===== config.mk =====
export PLATFORM = sky130hd
export DESIGN_NAME = uart_rx_fsm
export DESIGN_NICKNAME = d
export VERILOG_FILES = /design/src/rtl/uart_rx_pkg.sv /design/src/rtl/uart_rx_edge_bit_counter.sv /design/src/rtl/uart_rx_fsm.sv
export SDC_FILE = /design/constraint.sdc
export NUM_CORES = 1
export LEC_CHECK = 0
export CORE_MARGIN = 8
export CORE_UTILIZATION = 35
export CTS_CLUSTER_SIZE = 24
export DETAILED_ROUTE_END_ITERATION = 6
export PLACE_DENSITY = 0.58
export SLEW_MARGIN = 20
export SYNTH_ARGS = -nofsm -noshare
export SYNTH_HDL_FRONTEND = slang
export SYNTH_SLANG_ARGS = --single-unit

===== constraint.sdc =====
create_clock -name clk -period 2.6 [get_ports clk]
set_input_delay 0.39 -clock clk [delete_from_list [all_inputs] [get_ports clk]]
set_output_delay 0.39 -clock clk [all_outputs]
set_load 0.05 [all_outputs]

===== src/rtl/uart_rx_pkg.sv =====
// Shared types and constants for the UART receive path.
// State encoding, parity types, legal prescale values, frame sizes.
package uart_rx_pkg;

    typedef enum logic [2:0] {
        ST_IDLE,
        ST_START,
        ST_DATA,
        ST_PARITY,
        ST_STOP
    } rx_state_e;

    localparam logic PAR_EVEN = 1'b0;
    localparam logic PAR_ODD  = 1'b1;

    localparam int unsigned PRESC_8  = 8;
    localparam int unsigned PRESC_16 = 16;
    localparam int unsigned PRESC_32 = 32;

    localparam int unsigned DATA_BITS = 8;
    // Wide enough for the frame-bit index (start + 8 data + parity + stop).
    localparam int unsigned BIT_CNT_W = 4;

    function automatic logic presc_legal(input int unsigned p);
        return (p == PRESC_8) || (p == PRESC_16) || (p == PRESC_32);
    endfunction

endpackage


===== src/rtl/uart_rx_edge_bit_counter.sv =====
// Oversampling edge counter and frame-bit counter for the UART receiver.
// Ports: clk, rst, enable, load1, prescale in; finish, bit_cnt out.
module uart_rx_edge_bit_counter
    import uart_rx_pkg::*;
#(
    parameter int PRESCALE_W = 6
) (
    input  logic                  clk,
    input  logic                  rst,
    input  logic                  enable,
    input  logic                  load1,
    input  logic [PRESCALE_W-1:0] prescale,
    output logic                  finish,
    output logic [BIT_CNT_W-1:0]  bit_cnt
);

    logic [PRESCALE_W-1:0] edge_cnt_q, edge_cnt_d;
    logic [BIT_CNT_W-1:0]  bit_cnt_q, bit_cnt_d;

    assign finish  = enable && (edge_cnt_q == prescale - PRESCALE_W'(1));
    assign bit_cnt = bit_cnt_q;

    // bit_cnt is the frame-bit index: 0 during START, 1..8 during DATA.
    always_comb begin
        edge_cnt_d = '0;
        bit_cnt_d  = '0;
        if (load1) begin
            // The start-detect cycle already counts as edge 0.
            edge_cnt_d = PRESCALE_W'(1);
        end else if (enable) begin
            if (finish) begin
                bit_cnt_d = bit_cnt_q + BIT_CNT_W'(1);
            end else begin
                edge_cnt_d = edge_cnt_q + PRESCALE_W'(1);
                bit_cnt_d  = bit_cnt_q;
            end
        end
    end

    always_ff @(posedge clk) begin
        if (rst) begin
            edge_cnt_q <= '0;
            bit_cnt_q  <= '0;
        end else begin
            edge_cnt_q <= edge_cnt_d;
            bit_cnt_q  <= bit_cnt_d;
        end
    end

endmodule


===== src/rtl/uart_rx_fsm.sv =====
// UART receive controller: start detect, bit timing, sampler/deserializer
// sequencing, parity/stop checks and one-cycle status pulses.
// Ports: clk, rst, rx_in, prescale, par_en, par_typ, sampled_bit in;
// samp_en, deser_en, finish, data_valid, par_err, stp_err, strt_glitch, busy out.
module uart_rx_fsm
    import uart_rx_pkg::*;
#(
    parameter int PRESCALE_W = 6
) (
    input  logic                  clk,
    input  logic                  rst,
    input  logic                  rx_in,
    input  logic [PRESCALE_W-1:0] prescale,
    input  logic                  par_en,
    input  logic                  par_typ,
    input  logic                  sampled_bit,
    output logic                  samp_en,
    output logic                  deser_en,
    output logic                  finish,
    output logic                  data_valid,
    output logic                  par_err,
    output logic                  stp_err,
    output logic                  strt_glitch,
    output logic                  busy
);

    rx_state_e state_q, state_d;

    logic [PRESCALE_W-1:0] presc_q, presc_d;
    logic                  par_en_q, par_en_d;
    logic                  par_typ_q, par_typ_d;
    logic                  acc_q, acc_d;
    logic                  par_bad_q, par_bad_d;
    logic                  dv_q, dv_d;
    logic                  perr_q, perr_d;
    logic                  serr_q, serr_d;
    logic                  glitch_q, glitch_d;

    logic                  load1;
    logic                  cnt_en;
    logic                  fin;
    logic [BIT_CNT_W-1:0]  bit_cnt;
    logic                  exp_par;

    assign cnt_en = (state_q != ST_IDLE);

    uart_rx_edge_bit_counter #(
        .PRESCALE_W(PRESCALE_W)
    ) u_cnt (
        .clk     (clk),
        .rst     (rst),
        .enable  (cnt_en),
        .load1   (load1),
        .prescale(presc_q),
        .finish  (fin),
        .bit_cnt (bit_cnt)
    );

    assign exp_par = (par_typ_q == PAR_ODD) ? ~acc_q : acc_q;

    always_comb begin
        state_d   = state_q;
        presc_d   = presc_q;
        par_en_d  = par_en_q;
        par_typ_d = par_typ_q;
        acc_d     = acc_q;
        par_bad_d = par_bad_q;
        dv_d      = 1'b0;
        perr_d    = 1'b0;
        serr_d    = 1'b0;
        glitch_d  = 1'b0;
        load1     = 1'b0;

        unique case (state_q)
            ST_IDLE: begin
                if (!rx_in) begin
                    state_d   = ST_START;
                    load1     = 1'b1;
                    // Unsupported ratios fall back to 8.
                    presc_d   = presc_legal(32'(prescale))
                              ? prescale : PRESCALE_W'(PRESC_8);
                    par_en_d  = par_en;
                    par_typ_d = par_typ;
                    acc_d     = 1'b0;
                    par_bad_d = 1'b0;
                end
            end
            ST_START: begin
                if (fin) begin
                    if (!sampled_bit) begin
                        state_d = ST_DATA;
                        acc_d   = 1'b0;
                    end else begin
                        state_d  = ST_IDLE;
                        glitch_d = 1'b1;
                    end
                end
            end
            ST_DATA: begin
                if (fin) begin
                    acc_d = acc_q ^ sampled_bit;
                    if (bit_cnt == BIT_CNT_W'(DATA_BITS)) begin
                        state_d = par_en_q ? ST_PARITY : ST_STOP;
                    end
                end
            end
            ST_PARITY: begin
                if (fin) begin
                    state_d = ST_STOP;
                    if (sampled_bit != exp_par) begin
                        par_bad_d = 1'b1;
                        perr_d    = 1'b1;
                    end
                end
            end
            ST_STOP: begin
                if (fin) begin
                    state_d = ST_IDLE;
                    if (!sampled_bit) begin
                        serr_d = 1'b1;
                    end else if (!par_bad_q) begin
                        dv_d = 1'b1;
                    end
                end
            end
            default: begin
                state_d = ST_IDLE;
            end
        endcase
    end

    always_ff @(posedge clk) begin
        if (rst) begin
            state_q   <= ST_IDLE;
            presc_q   <= PRESCALE_W'(PRESC_8);
            par_en_q  <= 1'b0;
            par_typ_q <= 1'b0;
            acc_q     <= 1'b0;
            par_bad_q <= 1'b0;
            dv_q      <= 1'b0;
            perr_q    <= 1'b0;
            serr_q    <= 1'b0;
            glitch_q  <= 1'b0;
        end else begin
            state_q   <= state_d;
            presc_q   <= presc_d;
            par_en_q  <= par_en_d;
            par_typ_q <= par_typ_d;
            acc_q     <= acc_d;
            par_bad_q <= par_bad_d;
            dv_q      <= dv_d;
            perr_q    <= perr_d;
            serr_q    <= serr_d;
            glitch_q  <= glitch_d;
        end
    end

    assign samp_en     = cnt_en;
    assign busy        = cnt_en;
    assign deser_en    = (state_q == ST_DATA);
    assign finish      = fin;
    assign data_valid  = dv_q;
    assign par_err     = perr_q;
    assign stp_err     = serr_q;
    assign strt_glitch = glitch_q;

endmodule


Yosys cells after proc, flatten, opt, wreduce, memory -nomap -nowiden
Index checks and enable logic that the tools add are counted.

storage, ports and cells
  register bits after elaboration = 27
  bits of input ports = 12
  output and inout port bits = 8
  word-level logic and storage cells = 88

cells by class
  add/subtract/negate cells = 3
  eq/ne operators = 18
  multiplexer cells = 28
  bitwise operators = 9
  reduce and logical (&&, ||, !) cells = 17

operators by type and width
  cell                   number
  $mux W3                7
  $mux W1                16
  $pmux W3 S5            1
  $ne A2 B2 Y1 const B   6
  $reduce_or A3 Y1       4
  $not A1 Y1             8
  $reduce_or A4 Y1       2
  $add A6 B1 Y6 const B  1
  $eq A3 B2 Y1 const B   2
  $eq A6 B4 Y1 const B   1
  $eq A6 B5 Y1 const B   1
  $eq A6 B6 Y1           1
  $eq A6 B6 Y1 const B   1
  $mux W6                1
  $reduce_and A6 Y1      1
  $reduce_bool A3 Y1     2
  $sub A6 B1 Y6 const B  1
  $reduce_and A5 Y1      1
  $add A4 B1 Y4 const B  1
  $eq A4 B4 Y1 const B   1
  $ne A2 B1 Y1 const B   2
  $reduce_and A4 Y1      1
  $eq A3 B1 Y1 const B   1
  $eq A3 B3 Y1 const B   1
  10 further kinds       11

Depth between registers and ports, before layout
  depth after elaboration = 6
  gate-level depth with buffers = 9
  depth with buffers taken out = 8

Hierarchy
A second synthesis with hierarchy kept.

unflattened totals
  cells, all modules = 156
  area, all modules = 1,381.3 um^2

by module, submodules not included
  module                    times used  cells an instance  area each (um^2)
  uart_rx_fsm               1           90                 762.0
  uart_rx_edge_bit_counter  1           66                 619.3

Least setup slack after synthesis
Ideal clock, no wire load.

  kind = register to output
  start point = register presc_q[0]
  end point = output finish
  arrival = 2,115 ps
  data required time = 2,210 ps
  slack = 95 ps
  cell stages (with the launch flop) = 9
  path buffers = 1
  path through = dfxtp_1 -> inv_1 -> ha_1 -> xnor2_1 -> a21o_1 -> o21ai_1 -> nand3_2 -> buf_2 -> nor2_1

on the way
  longest elaborated chain between the ends = 3

RTL lines
  item                      RTL line                        text
  start: declaration        uart_rx_fsm.sv:29               logic [PRESCALE_W-1:0] presc_q, presc_d;
  start signal: assignment  uart_rx_fsm.sv:135              presc_q <= PRESCALE_W'(PRESC_8);
  start signal: assignment  uart_rx_fsm.sv:146              presc_q <= presc_d;
  $sub A6 B1 Y6             uart_rx_edge_bit_counter.sv:20  assign finish = enable && (edge_cnt_q == prescale - PRESCALE_W'(1));
  $eq A6 B6 Y1              uart_rx_edge_bit_counter.sv:20
  $logic_and A1 B1 Y1       uart_rx_edge_bit_counter.sv:20
  end: declaration          uart_rx_fsm.sv:19               output logic finish,

Every way passes these cells.

Worst setup path after layout
  start point = register state_q[1]
  end point = output deser_en

on the way
  longest elaborated chain between the ends = 1

RTL lines
  item                      RTL line            text
  start: declaration        uart_rx_fsm.sv:27   rx_state_e state_q, state_d;
  start signal: assignment  uart_rx_fsm.sv:145  state_q <= state_d;
  $eq A3 B2 Y1              uart_rx_fsm.sv:160  assign deser_en = (state_q == ST_DATA);
  end: declaration          uart_rx_fsm.sv:18   output logic deser_en,

Every way passes these cells.

==> impl_metrics.csv <==
group,metric,value,unit
timing,tightestPinTransition,0.569,ns
run_status,status,"complete, no violations",
critical_path,critPathRequiredTime,2.21,ns
timing,min_period_over_period,95.6,%
critical_path,slowest_stage,"clkdlybuf4s50_1",
critical_path,crit_type,"reg2out",
critical_path,path_cells,"nand2b_1, nor2_1, clkdlybuf4s50_1",
yosys,ys.flop_type,"dfxtp_1",
clock_tree,cts_hold_buf,0,
finish,fin_nets,190,
hold_path,holdPathStages,1,
grt,grt_antenna_before_repair,0,
detailed_routing,drt_wl_total,3050,um
detailed_routing,vias,1144,
grt,grt_max_degree,16,
yosys,ys_seq_elements,27,
yosys,yosysSeqAreaShare,39.7,%
yosys,yosysTopAreaCell,"dfxtp_1",
finish,drive_above_1_share,9.83,%
floorplan,design.core.area,3690,um^2
finish,area_growth,21.2,%
timing,rsz0062_at_grt,"no",
timing,period_needed,2.48,ns
hold_path,min_path_type,"reg2reg",
clock_tree,path_clk_slew,0.09,ns
detailed_routing,firstDrtPassIters,4,
finish,stdcell_count,221,
critical_path,crit_arrival,2.09,ns
floorplan,die_w,78.4,um
yosys,syn_area,1360,um^2
power_and_ir_drop,pwr-share-seq,57.1,%
power_and_ir_drop,comb_power_share,11.8,%
grt,grt.total_usage,10.1,%
critical_path,path_depth,3,
grt,grt_pass1_vias,1123,
power_and_ir_drop,power.clock.fraction,31.1,%
timing,final_max_slew_viol_count,0,
clock_tree,cts_tree,"yes",
floorplan,die_area,6140,um^2
yosys,synth_top_area_share,39.7,%
detailed_routing,drc,0,
placed_design,placed_cells,217,
floorplan,initial_core_util,36.9,%
yosys,synth.most_common_cell,"dfxtp_1",
power_and_ir_drop,intPower,566,uW
finish,fin_area,1650,um^2
yosys,synthCells,154,
timing,setup_tns,0,ns
power_and_ir_drop,leakage,0.568,nW
floorplan,fp.dieH,78.4,um
placed_design,place_hpwl,2310,um
placed_design,gp_congestion,0.788,
power_and_ir_drop,vdd_drop_max,0.243,mV
yosys,ys_types,42,
yosys,yosysWarnings,0,
floorplan,num_rows,22,
clock_tree,cts_buffers,3,
job,cap_violations,0,
clock_tree,root_buffer,"clkbuf_8",
floorplan,ioPinCount,20,
timing,finalHoldViolations,0,
yosys,ys_async_sr_fraction,0,%
critical_path,critPathBufInv,1,
grt,gr-total-overflow,0,
clock_tree,clock_latency,0.26,ns
timing,finalClockSkew,0.00105,ns
placed_design,port_buffers,19,
critical_path,path_delay_family,"buffers and inverters",
detailed_routing,drtIter0Drc,37,
grt,grt_pass1_wl,5220,um
critical_path,crit_path_start_kind,"flip-flop",
yosys,syn_nets,170,
timing,fmax,402,MHz
placed_design,placed_cell_area,1600,um^2
yosys,syn-mean-instance-area,8.84,um^2
critical_path,critPathMaxStageDelay,0.84,ns
power_and_ir_drop,swShare,24.2,%
detailed_routing,ant_nets,0,
timing,max_slew_margin,62.0,%
clock_tree,numClockSinks,27,
yosys,synth_area_leaders,"dfxtp_1 (40%), xnor2_1 (7.7%), nor2_1 (4.4%)",
critical_path,end_kind,"primary output",
detailed_routing,viasPerCell,5.18,
finish,n_antenna_cell,0,
yosys,synth_edf_count,0,
critical_path,reg2regPathDepth,9,
power_and_ir_drop,power.density,452,nW/um^2
timing,setup_viol,0,
yosys,synthTopCellsByCount,"dfxtp_1 (27), nor2_1 (16), xnor2_1 (12)",
power_and_ir_drop,switchingPower,180,uW
clock_tree,cts_max_path_buffers,2,
clock_tree,htreeDepth,1,
critical_path,critPathMaxFanout,11,
detailed_routing,wire_per_inst,13.8,um
## what timing repair did
action                                  4_1_cts  5_1_grt
setup buffers                                 0        0
endpoints found under the setup margin        0        1
gates resized for setup                       0        1
## stage by stage
step	worst slack (ns)	hold slack, ns	total power, mW	util, %
finish	0.115	0.434	0.747	44.7
global placement	0.425	0.428	0.521	43.4
detailed placement	0.378	0.414	0.524	43.4
global route	0.00175	0.453	0.786	44.7
floorplan	0.0954	0.399	0.486	-
CTS	0.105	0.438	0.757	44.7
## area by class of cell
class | instances | area [um^2]
tap | 48 | 60.1
clock buffer | 3 | 41.3
timing repair buffer | 22 | 223
inverter | 7 | 26.3
clock inverter | 1 | 5.00
multi-input combinational | 113 | 754
fill | 380 | 2040
sequential | 27 | 541
## power groups by stage
stage / logic, mW / clock network [mW] / registers (mW)
2_1_floorplan: 0.0528 / 0 / 0.434
3_3_place_gp: 0.0858 / 0 / 0.436
3_5_place_dp: 0.0878 / 0 / 0.436
4_1_cts: 0.0884 / 0.242 / 0.426
5_1_grt: 0.0963 / 0.262 / 0.428
6_report: 0.0883 / 0.232 / 0.426
## path summary, 6_finish.rpt
kind	start	end	slack, ns
max	state_q[1]	deser_en	0.12
min	par_bad_q	data_valid	0.43
max reg2reg	presc_q[0]	acc_q	0.33
min reg2reg	par_bad_q	data_valid	0.43
## state kept, by name, indices dropped and copies added (netlist names)
name              cells
par_err               1
strt_glitch           1
data_valid            1
stp_err               1
par_en_q              1
acc_q                 1
state_q               3
u_cnt.bit_cnt         4
presc_q               6
par_bad_q             1
par_typ_q             1
u_cnt.edge_cnt_q      6
## cells in the final DEF, fill, tap and decap left out, drive strengths merged
cell type and n:
a2111oi 1, a211o 1, a21boi 1, a21o 1, a21oi 9, a22o 1
a31o 1, a31oi 3, and3 3, buf 4, clkbuf 3, clkdlybuf4s50 18
clkinv 1, dfxtp 27, ha 4, inv 7, nand2 11, nand2b 4
nand3 7, nand3b 1, nand4 2, nand4b 2, nor2 16, nor2b 1
nor3 9, nor3b 1, nor4 4, o21a 2, o21ai 2, o21bai 1
o31a 3, o31ai 1, o32ai 1, o41ai 1, or3 2, or4b 1
xnor2 12, xor2 4
## logic make-up (layout without fill, tap and decap cells)
| logic type | Yosys count | after routing | share of synthesized area [%] |
|---|---|---|---|
| fa+ha+maj | 4 | 4 | 3.68 |
| xor+xnor | 16 | 16 | 10.3 |
| flops | 27 | 27 | 39.7 |
| compound gates | 29 | 29 | 15.5 |
| buf+inv | 14 | 33 | 5.05 |
| simple gates | 64 | 64 | 25.7 |
## metal layers
metal	vias up	GRT usage, %	share of wire [%]
met5	-	0	0
li1	582	-	-
met1	544	12.4	46
met2	16	17.1	49
met3	2	2.51	3.7
met4	0	2.41	0.62
No activity file was read; power rests on OpenSTA's default activity.
